$ cat src/rtl/risc_pkg.sv
// Shared core-wide constants: datapath width, instruction width/size, reset PC.
package risc_pkg;
   localparam int          XLEN        = 32;
   localparam int          ILEN        = 32;
   localparam int          INSTR_BYTES = 4;
   localparam logic [31:0] RESET_PC    = 32'h0000_0000;
endpackage

$ cat src/rtl/fetch_queue.sv
// Small synchronous FIFO holding fetched {instr, pc} entries; head is read from storage flops.
module fetch_queue #(
   parameter int               WIDTH = 64,
   parameter int               DEPTH = 4,
   parameter logic [WIDTH-1:0] INIT  = '0
) (
   input  logic                     clk,
   input  logic                     areset,
   input  logic                     flush,
   input  logic                     push,
   input  logic [WIDTH-1:0]         push_data,
   input  logic                     pop,
   output logic [WIDTH-1:0]         head,
   output logic                     not_empty,
   output logic [$clog2(DEPTH):0]   count
);
   localparam int AW = $clog2(DEPTH);

   logic [WIDTH-1:0] mem [DEPTH];
   logic [AW-1:0]    wr_ptr, rd_ptr;

   always_ff @(posedge clk or negedge areset) begin
      if (!areset) begin
         wr_ptr <= '0;
         rd_ptr <= '0;
         count  <= '0;
         for (int i = 0; i < DEPTH; i++) mem[i] <= INIT;
      end else if (flush) begin
         // flush wins over any push/pop presented in the same cycle
         wr_ptr <= '0;
         rd_ptr <= '0;
         count  <= '0;
      end else begin
         if (push) begin
            mem[wr_ptr] <= push_data;
            wr_ptr      <= wr_ptr + AW'(1);
         end
         if (pop) rd_ptr <= rd_ptr + AW'(1);
         count <= count + (AW+1)'(push) - (AW+1)'(pop);
      end
   end

   assign head      = mem[rd_ptr];
   assign not_empty = (count != '0);
endmodule

$ cat src/rtl/fetch_unit.sv
// Instruction fetch: credit-limited request issue, in-order response capture into a
// prefetch queue, and redirect handling that drops responses still in flight.
module fetch_unit #(
   parameter int              XLEN     = risc_pkg::XLEN,
   parameter int              DEPTH    = 4,
   parameter logic [XLEN-1:0] RESET_PC = XLEN'(risc_pkg::RESET_PC)
) (
   input  logic                      clk,
   input  logic                      areset,
   input  logic                      load,
   input  logic                      redir_valid,
   input  logic [XLEN-1:0]           redir_pc,
   output logic                      imem_req_valid,
   output logic [XLEN-1:0]           imem_req_addr,
   input  logic                      imem_req_ready,
   input  logic                      imem_rsp_valid,
   input  logic [risc_pkg::ILEN-1:0] imem_rsp_data,
   output logic                      instr_valid,
   input  logic                      instr_ready,
   output logic [risc_pkg::ILEN-1:0] Instr,
   output logic [XLEN-1:0]           PC,
   output logic                      misalign_err
);
   localparam int              CW   = $clog2(DEPTH) + 1;
   localparam int              QW   = risc_pkg::ILEN + XLEN;
   localparam logic [XLEN-1:0] STEP = XLEN'(risc_pkg::INSTR_BYTES);

   logic [XLEN-1:0] fetch_pc, rsp_pc, redir_tgt;
   logic [CW-1:0]   inflight, drop, occupancy;
   logic [CW:0]     credit_used;
   logic            req_fire, rsp_take, push, pop, q_valid;
   logic [QW-1:0]   q_head;

   assign redir_tgt   = {redir_pc[XLEN-1:2], 2'b00};
   assign credit_used = {1'b0, inflight} + {1'b0, occupancy};

   // Every outstanding request owns a queue slot, so the queue can never overflow.
   assign imem_req_valid = areset & load & ~redir_valid & (credit_used < (CW+1)'(DEPTH));
   assign imem_req_addr  = fetch_pc;
   assign req_fire       = imem_req_valid & imem_req_ready;
   assign rsp_take       = imem_rsp_valid & (inflight != '0);
   assign push           = rsp_take & (drop == '0) & ~redir_valid;
   assign pop            = q_valid & instr_ready & ~redir_valid;

   always_ff @(posedge clk or negedge areset) begin
      if (!areset) begin
         fetch_pc     <= RESET_PC;
         rsp_pc       <= RESET_PC;
         inflight     <= '0;
         drop         <= '0;
         misalign_err <= 1'b0;
      end else begin
         inflight     <= inflight + CW'(req_fire) - CW'(rsp_take);
         misalign_err <= redir_valid & (redir_pc[1:0] != 2'b00);
         if (redir_valid) begin
            // a response arriving with the redirect is discarded now, the rest later
            fetch_pc <= redir_tgt;
            rsp_pc   <= redir_tgt;
            drop     <= inflight - CW'(rsp_take);
         end else begin
            if (req_fire)               fetch_pc <= fetch_pc + STEP;
            if (push)                   rsp_pc   <= rsp_pc + STEP;
            if (rsp_take && drop != '0) drop     <= drop - CW'(1);
         end
      end
   end

   fetch_queue #(
      .WIDTH (QW),
      .DEPTH (DEPTH),
      .INIT  ({{risc_pkg::ILEN{1'b0}}, RESET_PC})
   ) u_queue (
      .clk       (clk),
      .areset    (areset),
      .flush     (redir_valid),
      .push      (push),
      .push_data ({imem_rsp_data, rsp_pc}),
      .pop       (pop),
      .head      (q_head),
      .not_empty (q_valid),
      .count     (occupancy)
   );

   assign instr_valid = q_valid;
   assign Instr       = q_head[QW-1:XLEN];
   assign PC          = q_head[XLEN-1:0];
endmodule

$ cat config.mk
export PLATFORM = sky130hd
export DESIGN_NAME = fetch_unit
export DESIGN_NICKNAME = d
export VERILOG_FILES = /design/src/rtl/risc_pkg.sv /design/src/rtl/fetch_queue.sv /design/src/rtl/fetch_unit.sv
export SDC_FILE = /design/constraint.sdc
export NUM_CORES = 1
export LEC_CHECK = 0
export CAP_MARGIN = 10
export CORE_ASPECT_RATIO = 1.4
export CORE_MARGIN = 2
export CORE_UTILIZATION = 57
export CTS_CLUSTER_SIZE = 20
export DETAILED_ROUTE_END_ITERATION = 10
export PLACE_DENSITY = 0.81
export SLEW_MARGIN = 25
export SYNTH_ARGS = -nofsm -noshare
export SYNTH_HDL_FRONTEND = slang
export SYNTH_SLANG_ARGS = --single-unit
$ cat constraint.sdc
create_clock -name clk -period 3.82 [get_ports clk]
set_input_delay 0.764 -clock clk [delete_from_list [all_inputs] [get_ports clk]]
set_output_delay 0.764 -clock clk [all_outputs]
set_load 0.1 [all_outputs]
==> impl_metrics.toml <==
[outcome]
status = "finished, final reports clean"

[global_routing]
antenna_found_initial = 0
grt_pass1_vias = 10219
grt_max_degree = 164
grt.overflow.total = 0
grt_pass1_wl_um = 53700
grt_usage_pct = 24.3

[run]
max-cap-violations = 0

[layout]
syn2layout_area_growth_pct = 18.7
final_cells = 1582
fillers = 1820
layout-drive-gt1-share_pct = 37.7
antennaDiodeCount = 0
nets = 1323
final_area_mm2 = 0.0179

[sta]
finalHoldViolCount = 0
setup_ws_ns = 0.545
min_period_ns = 3.27
max_slew_margin_pct = 34.0
tightest_slew_ns = 0.988
hold_slack_ns = 0.0472
setup_viol_count_final = 0
fmax_ghz = 0.305
rsz0062_at_grt = "false"
setup_tns_ns = 0
fin_skew_ns = 0.0215
drv_slew = 0
timing.final.crit_share_pct = 85.7

[floorplanning]
rows = 70
die_w_um = 142
core_area_mm2 = 0.0261
die_h_um = 197
initial_core_util_pct = 57.8
ios = 170
die_area_mm2 = 0.0278

[detailed_routing]
vias_per_cell = 6.01
wl_per_cell_um = 20.9
drtAntennaViolNets = 0
first_pass_iters = 5
route.detailed.drc = 0
drt_iter0_drc = 546
wl_um = 33100
num_vias = 9503

[clock_network]
htree_levels = 1
root_buffer = "clkbuf_16"
clockBufferDepth = 3
post_cts_resized = 0
cts_sinks = 322
post_cts_buffers = 0
path_clk_slew_ns = 0.07
cts_inserted_buffers = 30
postCtsHoldBufs = 0
cts_tree = "yes"
clock_latency_ns = 0.55

[placed_design]
dpl_worst_slack_ns = 0.810
port_buffers = 165
dp_hpwl_um = 21300
dp.cells = 1526
place_congestion = 0.906
place_area_mm2 = 0.0169

[synth]
syn_area_mm2 = 0.0151
synth_cell_types = 54
synthCells = 1089
synth-seq-cells = 322
avgSynthCellArea_um2 = 13.9
seq_area_frac_synth_pct = 53.4
yosysWarnings = 0

[pwr]
p_per_area_mw_per_mm2 = 835
power_leakage_nw = 8.06
peakVddDrop_mv = 0.666

[worst_setup_path]
cp-end-kind = "output port"
path_class = "register to output port"
cp-start-kind = "register"
worstPathRequired_ns = 3.06
cp_max_fo = 27
arrival_ns = 2.51

[worst_hold_path]
hp-class = "primary input to async pin"
==> synthesized netlist by cell type (all sizes together) <==
cell type	instances	area, um^2
conb	1	3.75
clkbuf	21	80.1
nor4	10	98.8
a31oi	1	6.26
a311o	1	10.0
nor2b	2	12.5
mux2i	6	60.1
o21ai	31	155
o31a	1	8.76
nand4	22	150
fa	2	40.0
or4	4	30.0
a21oi	5	25.0
xnor2	22	193
or3	5	31.3
o311a	1	10.0
nand2b	3	18.8
xor2	22	193
a21boi	5	37.5
inv	22	82.6
nand4b	1	8.76
o31ai	2	28.8
and4	4	35.0
nand3b	1	7.51
buf	53	279
ha	16	200
mux4	62	1400
nor2	32	120
dfrtp	322	8060
and3	13	82.6
o311ai	6	52.6
a211o	1	8.76
nand2	53	199
nand3	45	250
and2	14	87.6
o21a	1	7.51
mux2	257	2890
o211ai	10	75.1
a22oi	1	7.51
nor3	8	50.1
==> layer usage <==
layer  vias to the layer above  part of all wire (%)  global-route usage, %
li1                       4254                     -                      -
met1                      4935                    40                   31.3
met2                       272                    54                   43.9
met3                        42                   4.5                   3.06
met4                         0                   1.6                   5.93
met5                         -                     0                      0
==> report_power, final <==
| part | internal, mW | switching (mW) | leakage [nW] |
|---|---|---|---|
| Clock | 1.79 | 1.26 | 0.513 |
| Combinational | 2.13 | 5.00 | 3.32 |
| Sequential | 4.20 | 0.586 | 4.23 |
| Total | 8.13 | 6.84 | 8.06 |
==> metrics by stage <==
| stage | power (mW) | util, % |
|---|---|---|
| final | 15.0 | 68.7 |
| after CTS | 15.1 | 68.6 |
| after detailed placement | 12.0 | 64.7 |
| after floorplan | 10.4 | - |
| after global routing | 15.6 | 68.7 |
| after global placement | 11.9 | 64.7 |
==> worst paths after layout <==
check | start | end | slack [ns] | cells past startpoint
min | areset | imem_req_addr[4]$_DFFE_PN0P_ | 0.05 | 1
max in group asynchronous | areset | u_queue.mem[168]$_DFFE_PN0P_ | 2.03 | 3
min in group clk | u_queue.mem[123]$_DFFE_PN0P_ | u_queue.mem[123]$_DFFE_PN0P_ | 0.50 | 1
max reg2reg | inflight[2]$_DFF_PN0_ | inflight[2]$_DFF_PN0_ | 1.18 | 11
min reg2reg | u_queue.mem[123]$_DFFE_PN0P_ | u_queue.mem[123]$_DFFE_PN0P_ | 0.50 | 1
max | u_queue.rd_ptr[1]$_DFFE_PN0P_ | Instr[26] | 0.55 | 3
==> area by class of cell <==
| cell class | instances | area (um^2) | area share, % |
|---|---|---|---|
| Inverter | 22 | 82.6 | 0.461 |
| Timing Repair Buffer | 184 | 1730 | 9.64 |
| Tap cell | 324 | 405 | 2.26 |
| Sequential cell | 322 | 8060 | 45.0 |
| Clock buffer | 46 | 922 | 5.15 |
| Clock inverter | 10 | 100 | 0.559 |
| Multi-Input combinational cell | 674 | 6620 | 36.9 |
==> worst max-delay path, cell delays in order (launching register included) <==
cell	delay, ns
dfrtp_2	0.86
buf_4	0.42
mux4_2	0.39
buf_4	0.26
==> kinds of logic after synthesis <==
family | share of synthesized area, %
AOI/OAI and AO/OA | 2.87
and+or+nand+nor | 7.83
xor gates and xnor gates | 2.55
other | 0.0248
buffers and inverters | 2.93
adders and majority gates | 1.59
muxes | 28.8
DFF | 53.4
==> state kept, by name (all words and copies together), names as in the netlist <==
signal / cells
drop: 3
imem_req_addr: 30
inflight: 3
misalign_err: 1
rsp_pc: 30
u_queue.count: 3
u_queue.mem: 248
u_queue.rd_ptr: 2
u_queue.wr_ptr: 2
==> cell usage in the layout (no fill, tap or decap), types with 8 or more instances in the layout <==
| master | instances |
|---|---|
| clkinv_2 | 8 |
| xor2_1 | 22 |
| nand3_1 | 43 |
| mux4_2 | 62 |
| nor2_1 | 31 |
| buf_4 | 74 |
| nand4_1 | 20 |
| and2_1 | 8 |
| clkdlybuf4s50_1 | 100 |
| xnor2_1 | 22 |
| and3_1 | 12 |
| nand2_1 | 53 |
| mux2_2 | 257 |
| clkbuf_8 | 9 |
| o21ai_0 | 31 |
| inv_1 | 20 |
| o211ai_1 | 10 |
| clkbuf_16 | 31 |
| ha_1 | 16 |
| dfrtp_1 | 320 |
(Power assumes the default switching activity.)
